[config.mk]
export PLATFORM = sky130hd
export DESIGN_NAME = fetch_seq_ctrl
export DESIGN_NICKNAME = d
export VERILOG_FILES = /design/src/rtl/fetch_pkg.sv /design/src/rtl/redirect_sel.sv /design/src/rtl/fetch_seq_ctrl.sv
export SDC_FILE = /design/constraint.sdc
export NUM_CORES = 1
export LEC_CHECK = 0
export ABC_AREA = 1
export CORE_ASPECT_RATIO = 1.25
export CORE_UTILIZATION = 40
export CTS_CLUSTER_SIZE = 24
export DETAILED_ROUTE_END_ITERATION = 8
export PLACE_DENSITY = 0.7
export SYNTH_ARGS = -nofsm -noshare
export SYNTH_HDL_FRONTEND = slang
export SYNTH_HIERARCHICAL = 1
export SYNTH_SLANG_ARGS = --single-unit
[constraint.sdc]
create_clock -name clk -period 2.8 [get_ports clk]
set_input_delay 0.56 -clock clk [delete_from_list [all_inputs] [get_ports clk]]
set_output_delay 0.56 -clock clk [all_outputs]
set_load 0.01 [all_outputs]
[src/rtl/fetch_pkg.sv]
// Shared types for the fetch sequencer: FSM states, redirect source encoding, default vectors.
package fetch_pkg;

  typedef enum logic [2:0] {
    IDLE = 3'd0,
    REQ  = 3'd1,
    WAIT = 3'd2,
    HOLD = 3'd3,
    DROP = 3'd4
  } state_t;

  typedef enum logic [1:0] {
    SEL_NONE = 2'd0,
    SEL_BR   = 2'd1,
    SEL_J    = 2'd2,
    SEL_JR   = 2'd3
  } redir_sel_t;

  localparam logic [31:0] DEF_RESET_PC = 32'h0000_3000;
  localparam logic [31:0] DEF_EXC_PC   = 32'h0000_4180;

  function automatic logic [31:0] align_word(input logic [31:0] a);
    return {a[31:2], 2'b00};
  endfunction

endpackage

[src/rtl/redirect_sel.sv]
// Priority select of jr > j > br redirect targets (word-aligned) plus the
// pending-redirect register that holds a target until the next imem grant.
module redirect_sel
  import fetch_pkg::*;
(
  input  logic        clk,
  input  logic        reset,
  input  logic        i_br_vld,
  input  logic [31:0] i_br_tgt,
  input  logic        i_j_vld,
  input  logic [31:0] i_j_tgt,
  input  logic        i_jr_vld,
  input  logic [31:0] i_jr_tgt,
  input  logic        i_pend_set,
  input  logic        i_pend_clr,
  output logic        o_redir_vld,
  output logic [31:0] o_redir_tgt,
  output logic        o_redir_mis,
  output logic        o_pend_vld,
  output logic [31:0] o_pend_tgt
);

  redir_sel_t  w_sel;
  logic [31:0] w_raw;
  logic        r_pend_vld;
  logic [31:0] r_pend_tgt;

  always_comb begin
    w_sel = SEL_NONE;
    w_raw = '0;
    if (i_jr_vld) begin
      w_sel = SEL_JR;
      w_raw = i_jr_tgt;
    end else if (i_j_vld) begin
      w_sel = SEL_J;
      w_raw = i_j_tgt;
    end else if (i_br_vld) begin
      w_sel = SEL_BR;
      w_raw = i_br_tgt;
    end
  end

  assign o_redir_vld = (w_sel != SEL_NONE);
  assign o_redir_tgt = align_word(w_raw);
  assign o_redir_mis = o_redir_vld && (w_raw[1:0] != 2'b00);

  // A newer redirect simply overwrites an older pending one.
  always_ff @(posedge clk or negedge reset) begin
    if (!reset) begin
      r_pend_vld <= 1'b0;
      r_pend_tgt <= '0;
    end else if (i_pend_clr) begin
      r_pend_vld <= 1'b0;
    end else if (i_pend_set) begin
      r_pend_vld <= 1'b1;
      r_pend_tgt <= o_redir_tgt;
    end
  end

  assign o_pend_vld = r_pend_vld;
  assign o_pend_tgt = r_pend_tgt;

endmodule

[src/rtl/fetch_seq_ctrl.sv]
// Fetch PC sequencer: one outstanding imem request, delay-slot redirects, output buffer + skid.
// Optional exception vectoring (exc_i, DROP state) is compiled in with `define EXC_EN.
module fetch_seq_ctrl
  import fetch_pkg::*;
#(
  parameter logic [31:0] RESET_PC = DEF_RESET_PC
`ifdef EXC_EN
  , parameter logic [31:0] EXC_PC = DEF_EXC_PC
`endif
) (
  input  logic        clk,
  input  logic        reset,
  input  logic        stall_i,
  input  logic        br_taken_i,
  input  logic [31:0] br_target_i,
  input  logic        j_valid_i,
  input  logic [31:0] j_target_i,
  input  logic        jr_valid_i,
  input  logic [31:0] jr_target_i,
`ifdef EXC_EN
  input  logic        exc_i,
`endif
  output logic        imem_req_o,
  output logic [31:0] imem_addr_o,
  input  logic        imem_gnt_i,
  input  logic        imem_rvalid_i,
  input  logic [31:0] imem_rdata_i,
  output logic        instr_valid_o,
  output logic [31:0] instr_o,
  output logic [31:0] instr_pc_o,
  output logic [31:0] pc_o,
  output logic        misalign_o
);

  state_t      r_state, w_next;
  logic [31:0] r_pc, w_pc_nxt, r_req_pc, r_instr, r_instr_pc, r_skid;
  logic        r_instr_vld, r_misalign;
  logic        w_redir_vld, w_redir_mis, w_pend_vld, w_pend_set, w_pend_clr;
  logic [31:0] w_redir_tgt, w_pend_tgt;
  logic        w_grant, w_rx_load, w_skid_park, w_skid_load, w_consume, w_exc;

`ifdef EXC_EN
  assign w_exc = exc_i;
`else
  assign w_exc = 1'b0;
`endif

  assign w_grant     = (r_state == REQ) && imem_gnt_i;
  assign w_consume   = r_instr_vld && !stall_i;
  assign w_rx_load   = (r_state == WAIT) && imem_rvalid_i && (!r_instr_vld || !stall_i);
  assign w_skid_park = (r_state == WAIT) && imem_rvalid_i && r_instr_vld && stall_i;
  assign w_skid_load = (r_state == HOLD) && !stall_i;
  // While a request sits on the bus its address must not move, so the target waits for the grant.
  assign w_pend_set  = (r_state == REQ) && !imem_gnt_i && w_redir_vld && !w_exc;
  assign w_pend_clr  = w_grant || w_exc;

  redirect_sel u_redirect_sel (
    .clk         (clk),
    .reset       (reset),
    .i_br_vld    (br_taken_i),
    .i_br_tgt    (br_target_i),
    .i_j_vld     (j_valid_i),
    .i_j_tgt     (j_target_i),
    .i_jr_vld    (jr_valid_i),
    .i_jr_tgt    (jr_target_i),
    .i_pend_set  (w_pend_set),
    .i_pend_clr  (w_pend_clr),
    .o_redir_vld (w_redir_vld),
    .o_redir_tgt (w_redir_tgt),
    .o_redir_mis (w_redir_mis),
    .o_pend_vld  (w_pend_vld),
    .o_pend_tgt  (w_pend_tgt)
  );

  always_ff @(posedge clk or negedge reset) begin
    if (!reset) r_state <= IDLE;
    else        r_state <= w_next;
  end

  always_comb begin
    w_next = r_state;
    case (r_state)
      IDLE: w_next = REQ;
      REQ:  if (imem_gnt_i) w_next = WAIT;
      WAIT: if (imem_rvalid_i) w_next = (!r_instr_vld || !stall_i) ? REQ : HOLD;
      HOLD: if (!stall_i) w_next = REQ;
`ifdef EXC_EN
      DROP: if (imem_rvalid_i) w_next = REQ;
`endif
      default: w_next = IDLE;
    endcase
`ifdef EXC_EN
    if (w_exc) begin
      case (r_state)
        REQ:        w_next = imem_gnt_i ? DROP : REQ;
        WAIT, DROP: w_next = imem_rvalid_i ? REQ : DROP;
        default:    w_next = REQ;
      endcase
    end
`endif
  end

  always_comb begin
    imem_req_o = (r_state == REQ);
  end

  always_comb begin
    w_pc_nxt = r_pc;
    if (w_grant)
      w_pc_nxt = w_redir_vld ? w_redir_tgt : (w_pend_vld ? w_pend_tgt : r_pc + 32'd4);
    else if (w_redir_vld && (r_state != REQ))
      w_pc_nxt = w_redir_tgt;
`ifdef EXC_EN
    if (w_exc) w_pc_nxt = EXC_PC;
`endif
  end

  // The skid word always belongs to r_req_pc: no grant can happen while HOLD is occupied.
  always_ff @(posedge clk or negedge reset) begin
    if (!reset) begin
      r_pc        <= RESET_PC;
      r_req_pc    <= '0;
      r_instr     <= '0;
      r_instr_pc  <= '0;
      r_instr_vld <= 1'b0;
      r_skid      <= '0;
      r_misalign  <= 1'b0;
    end else begin
      r_pc       <= w_pc_nxt;
      r_misalign <= w_redir_mis;
      if (w_grant) r_req_pc <= r_pc;
      if (w_skid_park) r_skid <= imem_rdata_i;
      if (w_exc) begin
        r_instr_vld <= 1'b0;
      end else if (w_rx_load) begin
        r_instr     <= imem_rdata_i;
        r_instr_pc  <= r_req_pc;
        r_instr_vld <= 1'b1;
      end else if (w_skid_load) begin
        r_instr     <= r_skid;
        r_instr_pc  <= r_req_pc;
        r_instr_vld <= 1'b1;
      end else if (w_consume) begin
        r_instr_vld <= 1'b0;
      end
    end
  end

  assign imem_addr_o   = r_pc;
  assign pc_o          = r_pc;
  assign instr_valid_o = r_instr_vld;
  assign instr_o       = r_instr;
  assign instr_pc_o    = r_instr_pc;
  assign misalign_o    = r_misalign;

endmodule
# ---- After elaboration in Yosys (flattened, before gate mapping)
# Cells that the tools add are included.
dict set report classes {
  addsub 1
  mul 0
  div 0
  magnitude_cmp 0
  n_eq_ne 7
  shift 0
  n_mux 24
  n_bitwise 1
  n_reduce_logical 24
}
# op n
set ops {}
lappend ops {{$mux W32} 11}
lappend ops {{$add A32 B3 Y32 const B} 1}
lappend ops {{$pmux W3 S4} 1}
lappend ops {{$logic_and A1 B1 Y1} 11}
lappend ops {{$reduce_bool A2 Y1} 5}
lappend ops {{$mux W3} 3}
lappend ops {{$eq A3 B2 Y1 const B} 2}
lappend ops {{$mux W1} 6}
lappend ops {{$mux W2} 3}
lappend ops {{$ne A2 B2 Y1 const B} 2}
lappend ops {{$eq A3 B1 Y1 const B} 1}
lappend ops {{$logic_not A1 Y1} 3}
lappend ops {{$logic_not A3 Y1} 1}
lappend ops {{$ne A3 B1 Y1 const B} 1}
lappend ops {{$reduce_and A3 Y1} 1}
lappend ops {{$reduce_bool A3 Y1} 1}
lappend ops {{$ne A2 B1 Y1 const B} 1}
lappend ops {{$reduce_and A2 Y1} 1}
lappend ops {{$logic_or A1 B1 Y1} 1}
lappend ops {{$not A1 Y1} 1}
dict set report totals {
  ff_bits 196
  latch_bits 0
  ramBits 0
  romBits 0
  elab_cells 67
  n_memories 0
}

# ---- Logic depth before layout (Yosys ltp)
# Gate-level depths: netlist (run 1).
dict set report depth {
  depth_word 7
  mapped_depth 11
}

# ---- By module
# Netlist (run 1), hierarchy kept.
# module n_inst cells_each area_per_inst_um2
set by_module_without_submodules {}
lappend by_module_without_submodules {fetch_seq_ctrl 1 1027 7980.2}
lappend by_module_without_submodules {redirect_sel 1 321 2199.6}

# ---- Least setup slack after synthesis (run 1)
# Ideal clock, no wire load.
dict set report synth_path {
  path_type {in2reg}
  from {input port jr_valid_i}
  to {register u_redirect_sel.r_pend_tgt[10] (netlist: u_redirect_sel/o_pend_tgt[10])}
  t_arrival_ps 1846
  t_required_ps 2683
  slack_ps 837
  stages 11
  n_path_buf 2
  path_cell_list {inv_2 -> buf_6 -> nand3_1 -> inv_1 -> nor3_1 -> inv_2 -> nor2_2 -> inv_2 -> clkbuf_1 -> nand2_1 -> nand2_1}
}
dict set report synth_between {
  elab_chain_len 4
  word_cells_on_any_way 5
  cone_classes {mux: 2; reduce/logical: 3}
}
# element line
set synth_rtl {}
lappend synth_rtl {{start, declared} fetch_seq_ctrl.sv:18} ;# input logic jr_valid_i,
lappend synth_rtl {{$mux W2} redirect_sel.sv:31} ;# if (i_jr_vld) begin
lappend synth_rtl {{$reduce_bool A2 Y1} redirect_sel.sv:43} ;# assign o_redir_vld = (w_sel != SEL_NONE);
lappend synth_rtl {{via w_redir_vld} fetch_seq_ctrl.sv:38} ;# logic w_redir_vld, w_redir_mis, w_pend_vld, w_pend_set, w_pend_clr;
lappend synth_rtl {{$logic_and A1 B1 Y1} fetch_seq_ctrl.sv:54} ;# assign w_pend_set = (r_state == REQ) && !imem_gnt_i && w_redir_vld && !w_exc;
lappend synth_rtl {{via w_pend_set} fetch_seq_ctrl.sv:38}
lappend synth_rtl {{$reduce_and A2 Y1 (no line)} n/a}
lappend synth_rtl {{end signal, assigned} redirect_sel.sv:56} ;# r_pend_tgt <= o_redir_tgt;
lappend synth_rtl {{end, declared} redirect_sel.sv:26} ;# logic [31:0] r_pend_tgt;
# The timed path passes the listed nets, and every way through them passes these cells.
# A chain may end at the register's enable or synchronous reset.

# ---- Worst setup path in the final report (run 1)
dict set report layout_path {
  from {register r_state[1]}
  to {output port imem_req_o}
}
dict set report layout_between {
  elab_chain_len 1
}
# element line
set layout_rtl {}
lappend layout_rtl {{start, declared} fetch_seq_ctrl.sv:35} ;# state_t r_state, w_next;
lappend layout_rtl {{start signal, assigned} fetch_seq_ctrl.sv:77} ;# else r_state <= w_next;
lappend layout_rtl {{$eq A3 B1 Y1} fetch_seq_ctrl.sv:104} ;# imem_req_o = (r_state == REQ);
lappend layout_rtl {{end, declared} fetch_seq_ctrl.sv:23} ;# output logic imem_req_o,
# No other way between the ends.

==> results of run 1 <==
synth_stat cells, types with 3 or more instances:
cell type / instances
or2_2: 3
buf_6: 5
or2_0: 27
nand3_1: 102
buf_2: 26
o211ai_1: 34
nand2_1: 444
inv_2: 6
inv_1: 83
xor2_1: 4
and2_1: 30
a22oi_1: 9
buf_4: 40
dfrtp_1: 193
clkbuf_1: 34
a21oi_1: 81
o21ai_0: 78
nor2_1: 126
xnor2_1: 3
routing by layer:
metal  vias to the layer above  part of all wire [%]  GRT usage (%)
met5                         -                     0              0
met2                       350                    47           37.0
met1                      4325                    43           28.4
met4                         0                   3.2           9.09
li1                       4685                     -              -
met3                        43                   7.0           4.73
through the flow:
step | std cells | worst slack (ns) | total power [mW] | cell area, sq um
global placement | 1868 | 0.318 | 11.6 | 12900
floorplan | 1351 | 0.837 | 8.79 | 10200
CTS | 1900 | 0.476 | 14.3 | 13500
detailed placement | 1868 | 0.253 | 11.7 | 12900
global route | 1900 | 0.428 | 15.3 | 13500
finish | 1900 | 0.472 | 14.2 | 13500
final cells by class:
cell class | instances | area, sq um | area share (%)
inverter | 91 | 344 | 2.55
clock inverter | 13 | 163 | 1.20
timing repair buffer | 292 | 2910 | 21.5
sequential | 195 | 4880 | 36.1
clock buffer | 19 | 443 | 3.28
multi-input combinational | 960 | 4360 | 32.3
tap | 330 | 413 | 3.05
kinds of logic (layout without fill, tap and decap cells):
group                      Yosys count  in the layout  share of synthesized area (%)
adders and majority gates            1              1                          0.123
buffers and inverters              196            415                           9.41
other                                1              4                         0.0368
DFF                                195            195                           48.0
xor gates and xnor gates             7              7                          0.602
and+or+nand+nor                    740            740                           30.5
AOI/OAI and AO/OA                  208            208                           11.4
path summary, 6_finish.rpt:
check / slack [ns] / start / cells past startpoint / to
hold reg to reg: 0.47 / instr_pc_o[28]$_DFFE_PN0P_ / 2 / instr_pc_o[28]$_DFFE_PN0P_
hold / removal: 0.16 / reset / 1 / r_skid[10]$_DFFE_PN0P_
setup / recovery: 0.47 / r_state[1]$_DFFE_PN0P_ / 4 / imem_req_o
setup reg to reg: 0.72 / imem_addr_o[3]$_DFFE_PN0P_ / 7 / imem_addr_o[24]$_DFFE_PN0P_
max in group asynchronous: 1.90 / reset / 2 / r_req_pc[6]$_DFFE_PN0P_
min in group clk: 0.47 / instr_pc_o[28]$_DFFE_PN0P_ / 2 / instr_pc_o[28]$_DFFE_PN0P_
power breakdown:
group | internal [mW] | switching [mW]
registers | 4.21 | 1.12
clock network | 1.30 | 1.17
logic | 2.99 | 3.37
total | 8.50 | 5.66
critical path, cell delays in order (launching register included):
cell and delay (ns):
dfrtp_1 0.39, inv_2 0.07, nand2_2 0.14, inv_1 0.14
clkdlybuf4s50_1 0.59
flip-flops by register name, indices dropped and copies added, names as in the netlist:
register / count
imem_addr_o: 32
instr_o: 32
instr_pc_o: 32
r_req_pc: 32
r_skid: 32
u_redirect_sel/o_pend_tgt: 30
r_state: 2
instr_valid_o: 1
misalign_o: 1
u_redirect_sel/o_pend_vld: 1
==> flow_summary.ini, run 1 <==
[synth]
avgSynthCellArea_sq_um = 7.55
async_flop_share_pct = 100
ys_ff_latch = 195
yosysTopAreaCellShare_pct = 47.4
yosys_warnings = 6
synthFlopType = dfrtp_1
synth_top_area_cell = dfrtp_1
syn_inst = 1348
yosysSeqAreaShare_pct = 48.0
synth.area.top_cells = dfrtp_1, nand2_1, nand3_1
syn-cell-area_sq_mm = 0.0102
synth.distinct_cells = 34
synth-edff-count = 0

[timing]
relSlewSlack_pct = 53.9
finalHoldWorstSlack_ns = 0.164
max_freq_mhz = 430
setup_viol = 0
post-route-min-period_ns = 2.33
tightest_slew_ns = 0.691
rsz0062_at_grt = false
fin_worst_skew_ns = 0.0106
drv_slew = 0
period_share_pct = 83.2
hold_violations = 0
fin_tns_setup_ns = 0

[clock_network]
cts_resized = 0
hold_buffers = 0
clockRootBuffer = clkbuf_16
cts-root-to-sink-buffers = 2
htreeDepth = 4
clock-sinks = 195
path_clk_slew_ns = 0.08
cts_setup_buffers = 0
cts_tree = yes
clk_latency_ns = 0.44
cts_buffers = 17

[finish]
fin_nets = 1694
area_delta_synth_final_pct = 32.8
layout.cells.most_common = nand2_1
diodes = 0
utilization_pct = 54.6
layout_common_cells = nand2_1, clkdlybuf4s50_1, dfrtp_1
nFillCells = 2348
drive_gt1_share_pct = 4.97

[floorplanning]
start_util_pct = 41.1
io_pins = 267
die_w_um = 145
die_h_um = 180
core_sq_mm = 0.0247
die_area_sq_mm = 0.0261
rows = 64

[global_routing]
grt_pass1_vias = 9140
antenna_found_initial = 0
grt_pass1_wl_um = 46100
grt_overflow = 0
grt_max_degree = 80
grt_use_total_pct = 22.5

[route]
drtIter0Drc = 437
wl_per_cell_um = 14.9
drt-total-wl_um = 28300
viasPerCell = 4.95
ant_nets = 0
via_count = 9403
drc = 0
dr.pass1.iters = 6

[power]
p_leak_nw = 6.19
p_per_area_mw_per_mm2 = 1050
ir_drop_mv = 0.426

[status]
status = finished, final reports clean

[worst_setup_path]
setup.worst_path.start_class = flop
worstPathMaxFanout = 4
crit_type = reg -> out
cp.required_ns = 2.24
cp-end-kind = primary output
worst_ep_arrival_time_ns = 1.77

[placement]
gp_congestion = 0.898
port_buffers = 266
place_hpwl_um = 21200

[hold_path]
hold_class = in -> async

[flow_run]
maxCapViolations = 0
No activity file was read; power rests on OpenSTA's default activity.
==> run 2, diff against run 1 <==
--- a/config.mk
+++ b/config.mk
@@ -10,7 +10,7 @@
 export CORE_UTILIZATION = 40
 export CTS_CLUSTER_SIZE = 24
 export DETAILED_ROUTE_END_ITERATION = 8
-export PLACE_DENSITY = 0.7
+export PLACE_DENSITY = 0.72
 export SYNTH_ARGS = -nofsm -noshare
 export SYNTH_HDL_FRONTEND = slang
 export SYNTH_HIERARCHICAL = 1
==> constraint.sdc (replaced) <==
create_clock -name clk -period 1.85 [get_ports clk]
set_input_delay 0.37 -clock clk [delete_from_list [all_inputs] [get_ports clk]]
set_output_delay 0.37 -clock clk [all_outputs]
set_load 0.01 [all_outputs]
==> flow_summary.ini, run 2 (synthesis results as in run 1) <==
[finish]
layout.cells.most_common = nand2_1
diodes = 0
layout_common_cells = nand2_1, clkdlybuf4s50_1, dfrtp_1
area_delta_synth_final_pct = 38.8
fin_nets = 1766
design_area_sq_mm = 0.0141
stdcell_count = 1972
nFillCells = 2263
drive_gt1_share_pct = 10.5

[global_routing]
antenna_found_initial = 0
grt_max_degree = 59
grt_pass1_wl_um = 46900
grt_pass1_vias = 9450
grt_overflow = 0
grt_use_total_pct = 23.0

[clock_network]
cts_tree = yes
clockRootBuffer = clkbuf_16
htreeDepth = 4
clock-sinks = 195
cts-root-to-sink-buffers = 2
path_clk_slew_ns = 0.07
cts_buffers = 17
clk_latency_ns = 0.44

[timing]
post-route-min-period_ns = 1.82
fin_worst_skew_ns = 0.0103
rsz0062_at_grt = false
period_share_pct = 98.1
setup_viol = 0
hold_violations = 0
relSlewSlack_pct = 66.6
max_freq_mhz = 551
drv_slew = 0
tightest_slew_ns = 0.501

[worst_setup_path]
cp_top_family = buffers and inverters
cp-end-kind = primary output
cp.required_ns = 1.48
setup.worst_path.start_class = flop
cp_slowest_stage_delay_ns = 0.56
worst-path-buf-inv = 1
rr_startpoint = imem_addr_o[12]$_DFFE_PN1P_
path_depth = 1
worst_ep_arrival_time_ns = 1.45
slowest_stage = clkdlybuf4s50_1
rr_worst_depth = 10
crit_type = reg -> out
path_cells = clkdlybuf4s50_1
worstPathMaxFanout = 6
startpoint = imem_addr_o[15]$_DFFE_PN0P_

[hold_path]
hold-path-cell-count = 2
min-delay-start = instr_pc_o[28]$_DFFE_PN0P_
hold_class = reg -> reg

[route]
dr.pass1.iters = 5
ant_nets = 0
viasPerCell = 4.90
via_count = 9654
drc = 0
wl_per_cell_um = 14.8
drtIter0Drc = 515
drt-total-wl_um = 29300

[placement]
place_hpwl_um = 22300
port_buffers = 266
gp_congestion = 0.881
dpl_cell_area_sq_mm = 0.0134
dp.cells = 1919

[power]
power_mw = 22.1
p_per_area_mw_per_mm2 = 1560
p_leak_nw = 6.60
ir_drop_mv = 0.731

[flow_run]
maxCapViolations = 0

[floorplanning]
io_pins = 267
rows = 64
core_sq_mm = 0.0247
start_util_pct = 41.1
die_w_um = 145
die_area_sq_mm = 0.0261
die_h_um = 180

[status]
status = finished, final reports clean
## run 2: area by class of cell
type	instances	area, sq um	share of cell area [%]
clock inverter	12	123	0.868
inverter	91	347	2.45
clock buffer	20	437	3.09
sequential	195	4910	34.7
tap	330	413	2.92
timing repair buffer	364	3530	25.0
multi-input combinational	960	4370	30.9
## run 2: per-stage QoR
stage | utilization [%] | worst slack (ns) | hold WS, ns | setup TNS (ns)
after floorplan | - | 0.0765 | 0.0744 | 0
after global placement | 54.0 | -0.237 | 0.389 | -12.80
after detailed placement | 54.0 | -0.313 | 0.390 | -15.47
after CTS | 56.6 | 0.00176 | 0.469 | 0
after global routing | 57.1 | 0.000892 | 0.497 | 0
final | 57.1 | 0.0345 | 0.471 | 0
## run 2: per-layer routing
metal / vias to the layer above / global-route usage (%) / routed length [um] / share of wire [%]
li1: 4837 / - / - / -
met1: 4428 / 27.5 / 12500 / 43
met2: 342 / 40.0 / 14200 / 49
met3: 47 / 4.36 / 1650 / 5.6
met4: 0 / 9.31 / 867 / 3.0
met5: - / 0 / 0 / 0
## run 2: path summary, 6_finish.rpt
path,endpoint,slack [ns]
worst max-delay path,imem_addr_o[15],0.03
worst min-delay path,instr_pc_o[28]$_DFFE_PN0P_,0.47
worst max register to register,imem_addr_o[23]$_DFFE_PN0P_,0.13
worst min register to register,instr_pc_o[28]$_DFFE_PN0P_,0.47
max in group asynchronous,u_redirect_sel/o_pend_tgt[23]$_DFFE_PN0P_,0.76
min in group asynchronous,instr_o[8]$_DFFE_PN0P_,0.48
## run 2: what timing repair did
action                                  in CTS  in global routing
endpoints found under the setup margin      59                 40
setup buffers                               10                 10
hold endpoints to repair                    43                  0
hold buffers                                 1                  0
gates resized for setup                     38                 18
## run 2: report_power, final
group	internal, mW	switching, mW
Sequential	6.43	1.36
Clock	1.89	1.65
Combinational	5.09	5.65
Total	13.4	8.66
==> run 3, diff against run 2 <==
--- a/config.mk
+++ b/config.mk
@@ -7,10 +7,10 @@
 export LEC_CHECK = 0
 export ABC_AREA = 1
 export CORE_ASPECT_RATIO = 1.25
-export CORE_UTILIZATION = 40
+export CORE_UTILIZATION = 45
 export CTS_CLUSTER_SIZE = 24
 export DETAILED_ROUTE_END_ITERATION = 8
-export PLACE_DENSITY = 0.72
+export PLACE_DENSITY = 0.8
 export SYNTH_ARGS = -nofsm -noshare
 export SYNTH_HDL_FRONTEND = slang
 export SYNTH_HIERARCHICAL = 1
==> flow_summary.ini, run 3 (synthesis results as in run 1) <==
[status]
status = finished, final reports clean

[hold_path]
hold_class = in -> async

[worst_setup_path]
rr_worst_depth = 8
worst-path-buf-inv = 1
slowest_stage = clkdlybuf4s50_1
worstPathMaxFanout = 6
cp_slowest_stage_delay_ns = 0.56
path_cells = clkdlybuf4s50_1
path_depth = 1
crit_type = reg -> out
cp.required_ns = 1.48
worst_ep_arrival_time_ns = 1.44
setup.worst_path.start_class = flop
cp_top_family = buffers and inverters
cp-end-kind = primary output

[timing]
drv_slew = 0
post-route-min-period_ns = 1.81
period_share_pct = 97.9
fin_tns_setup_ns = 0
hold_violations = 0
setup_viol = 0
fin_worst_skew_ns = 0.0149
max_freq_mhz = 552
finalHoldWorstSlack_ns = 0.409

[clock_network]
path_clk_slew_ns = 0.07
htreeDepth = 4
clockRootBuffer = clkbuf_16
cts_tree = yes
clk_latency_ns = 0.44
cts_buffers = 17
cts-root-to-sink-buffers = 2
clock-sinks = 195

[global_routing]
grt_max_degree = 64
grt_pass1_vias = 9060
grt_busiest_layer = met2
grt_overflow = 0
grt_util_met3_pct = 3.90
grt_use_total_pct = 24.5
grt_pass1_wl_um = 44700
met1_usage_pct = 30.5
met2_usage_pct = 42.2
antenna_found_initial = 0

[finish]
diodes = 0
layout.cells.most_common = nand2_1
utilization_pct = 62.7
fin_nets = 1746
drive_gt1_share_pct = 9.62
area_delta_synth_final_pct = 36.8
layout_common_cells = nand2_1, clkdlybuf4s50_1, dfrtp_1
design_area_sq_mm = 0.0139

[floorplanning]
die_h_um = 170
io_pins = 267
die_w_um = 137
core_sq_mm = 0.0222
rows = 61
die_area_sq_mm = 0.0232
start_util_pct = 45.8

[route]
drtIter0Drc = 538
wl_per_cell_um = 14.7
via_count = 9577
drc = 0
dr.pass1.iters = 5
drt-total-wl_um = 27900
viasPerCell = 5.03
ant_nets = 0

[power]
p_leak_nw = 6.49
ir_drop_mv = 0.753
p_per_area_mw_per_mm2 = 1580

[placement]
gp_congestion = 0.904
dpl_cell_area_sq_mm = 0.0132
place_hpwl_um = 21200
port_buffers = 266

[flow_run]
maxCapViolations = 0
[run 3: changes by cell type in the layout (fill, tap and decap cells not counted), moves of 3 or more]
cell / change
buf_4: -20
clkdlybuf4s50_1: +7
dfrtp_1: -3
dfrtp_2: +3
dlymetal6s2s_1: -3
[run 3: what timing repair did]
item,CTS,global route
hold buffers,1,0
resized for setup,35,15
buffers inserted,8,8
setup endpoints to repair,53,43
hold endpoints to repair,31,0
[run 3: per-stage QoR]
stage / cells / worst slack (ns) / power, mW
6_report: 1905 / 0.0392 / 22.0
5_1_grt: 1905 / -0.00708 / 23.6
4_1_cts: 1897 / 0.000758 / 21.9
3_5_place_dp: 1856 / -0.332 / 18.2
3_3_place_gp: 1856 / -0.271 / 17.9
2_1_floorplan: 1351 / 0.0765 / 13.3
[run 3: layer usage]
layer / part of all wire [%] / wire length (um)
met1: 42 / 11700
met2: 49 / 13800
met3: 6.0 / 1660
met4: 2.7 / 761
met5: 0 / 0
[run 3: final timing paths]
check	slack [ns]	endpoint	start
setup / recovery	0.04	pc_o[15]	imem_addr_o[15]$_DFFE_PN0P_
hold / removal	0.41	imem_addr_o[25]$_DFFE_PN0P_	reset
setup reg to reg	0.11	imem_addr_o[24]$_DFFE_PN0P_	imem_addr_o[2]$_DFFE_PN0P_
hold reg to reg	0.47	instr_pc_o[19]$_DFFE_PN0P_	instr_pc_o[19]$_DFFE_PN0P_
max in group asynchronous	0.79	instr_o[21]$_DFFE_PN0P_	reset
min in group clk	0.47	instr_pc_o[19]$_DFFE_PN0P_	instr_pc_o[19]$_DFFE_PN0P_
[run 3: layout make-up]
cell class,instances,area [sq um]
Clock buffer,19,443
Inverter,91,347
Sequential cell,195,4910
Clock inverter,13,125
Multi-Input combinational cell,960,4370
Fill cell,1936,8280
Tap cell,283,354
Timing Repair Buffer,344,3370
[run 3: power by group]
part / switching (mW) / internal, mW / total, mW
Sequential: 1.43 / 6.43 / 7.87
Combinational: 5.50 / 5.02 / 10.5
Clock: 1.67 / 1.92 / 3.59
Total: 8.61 / 13.4 / 22.0
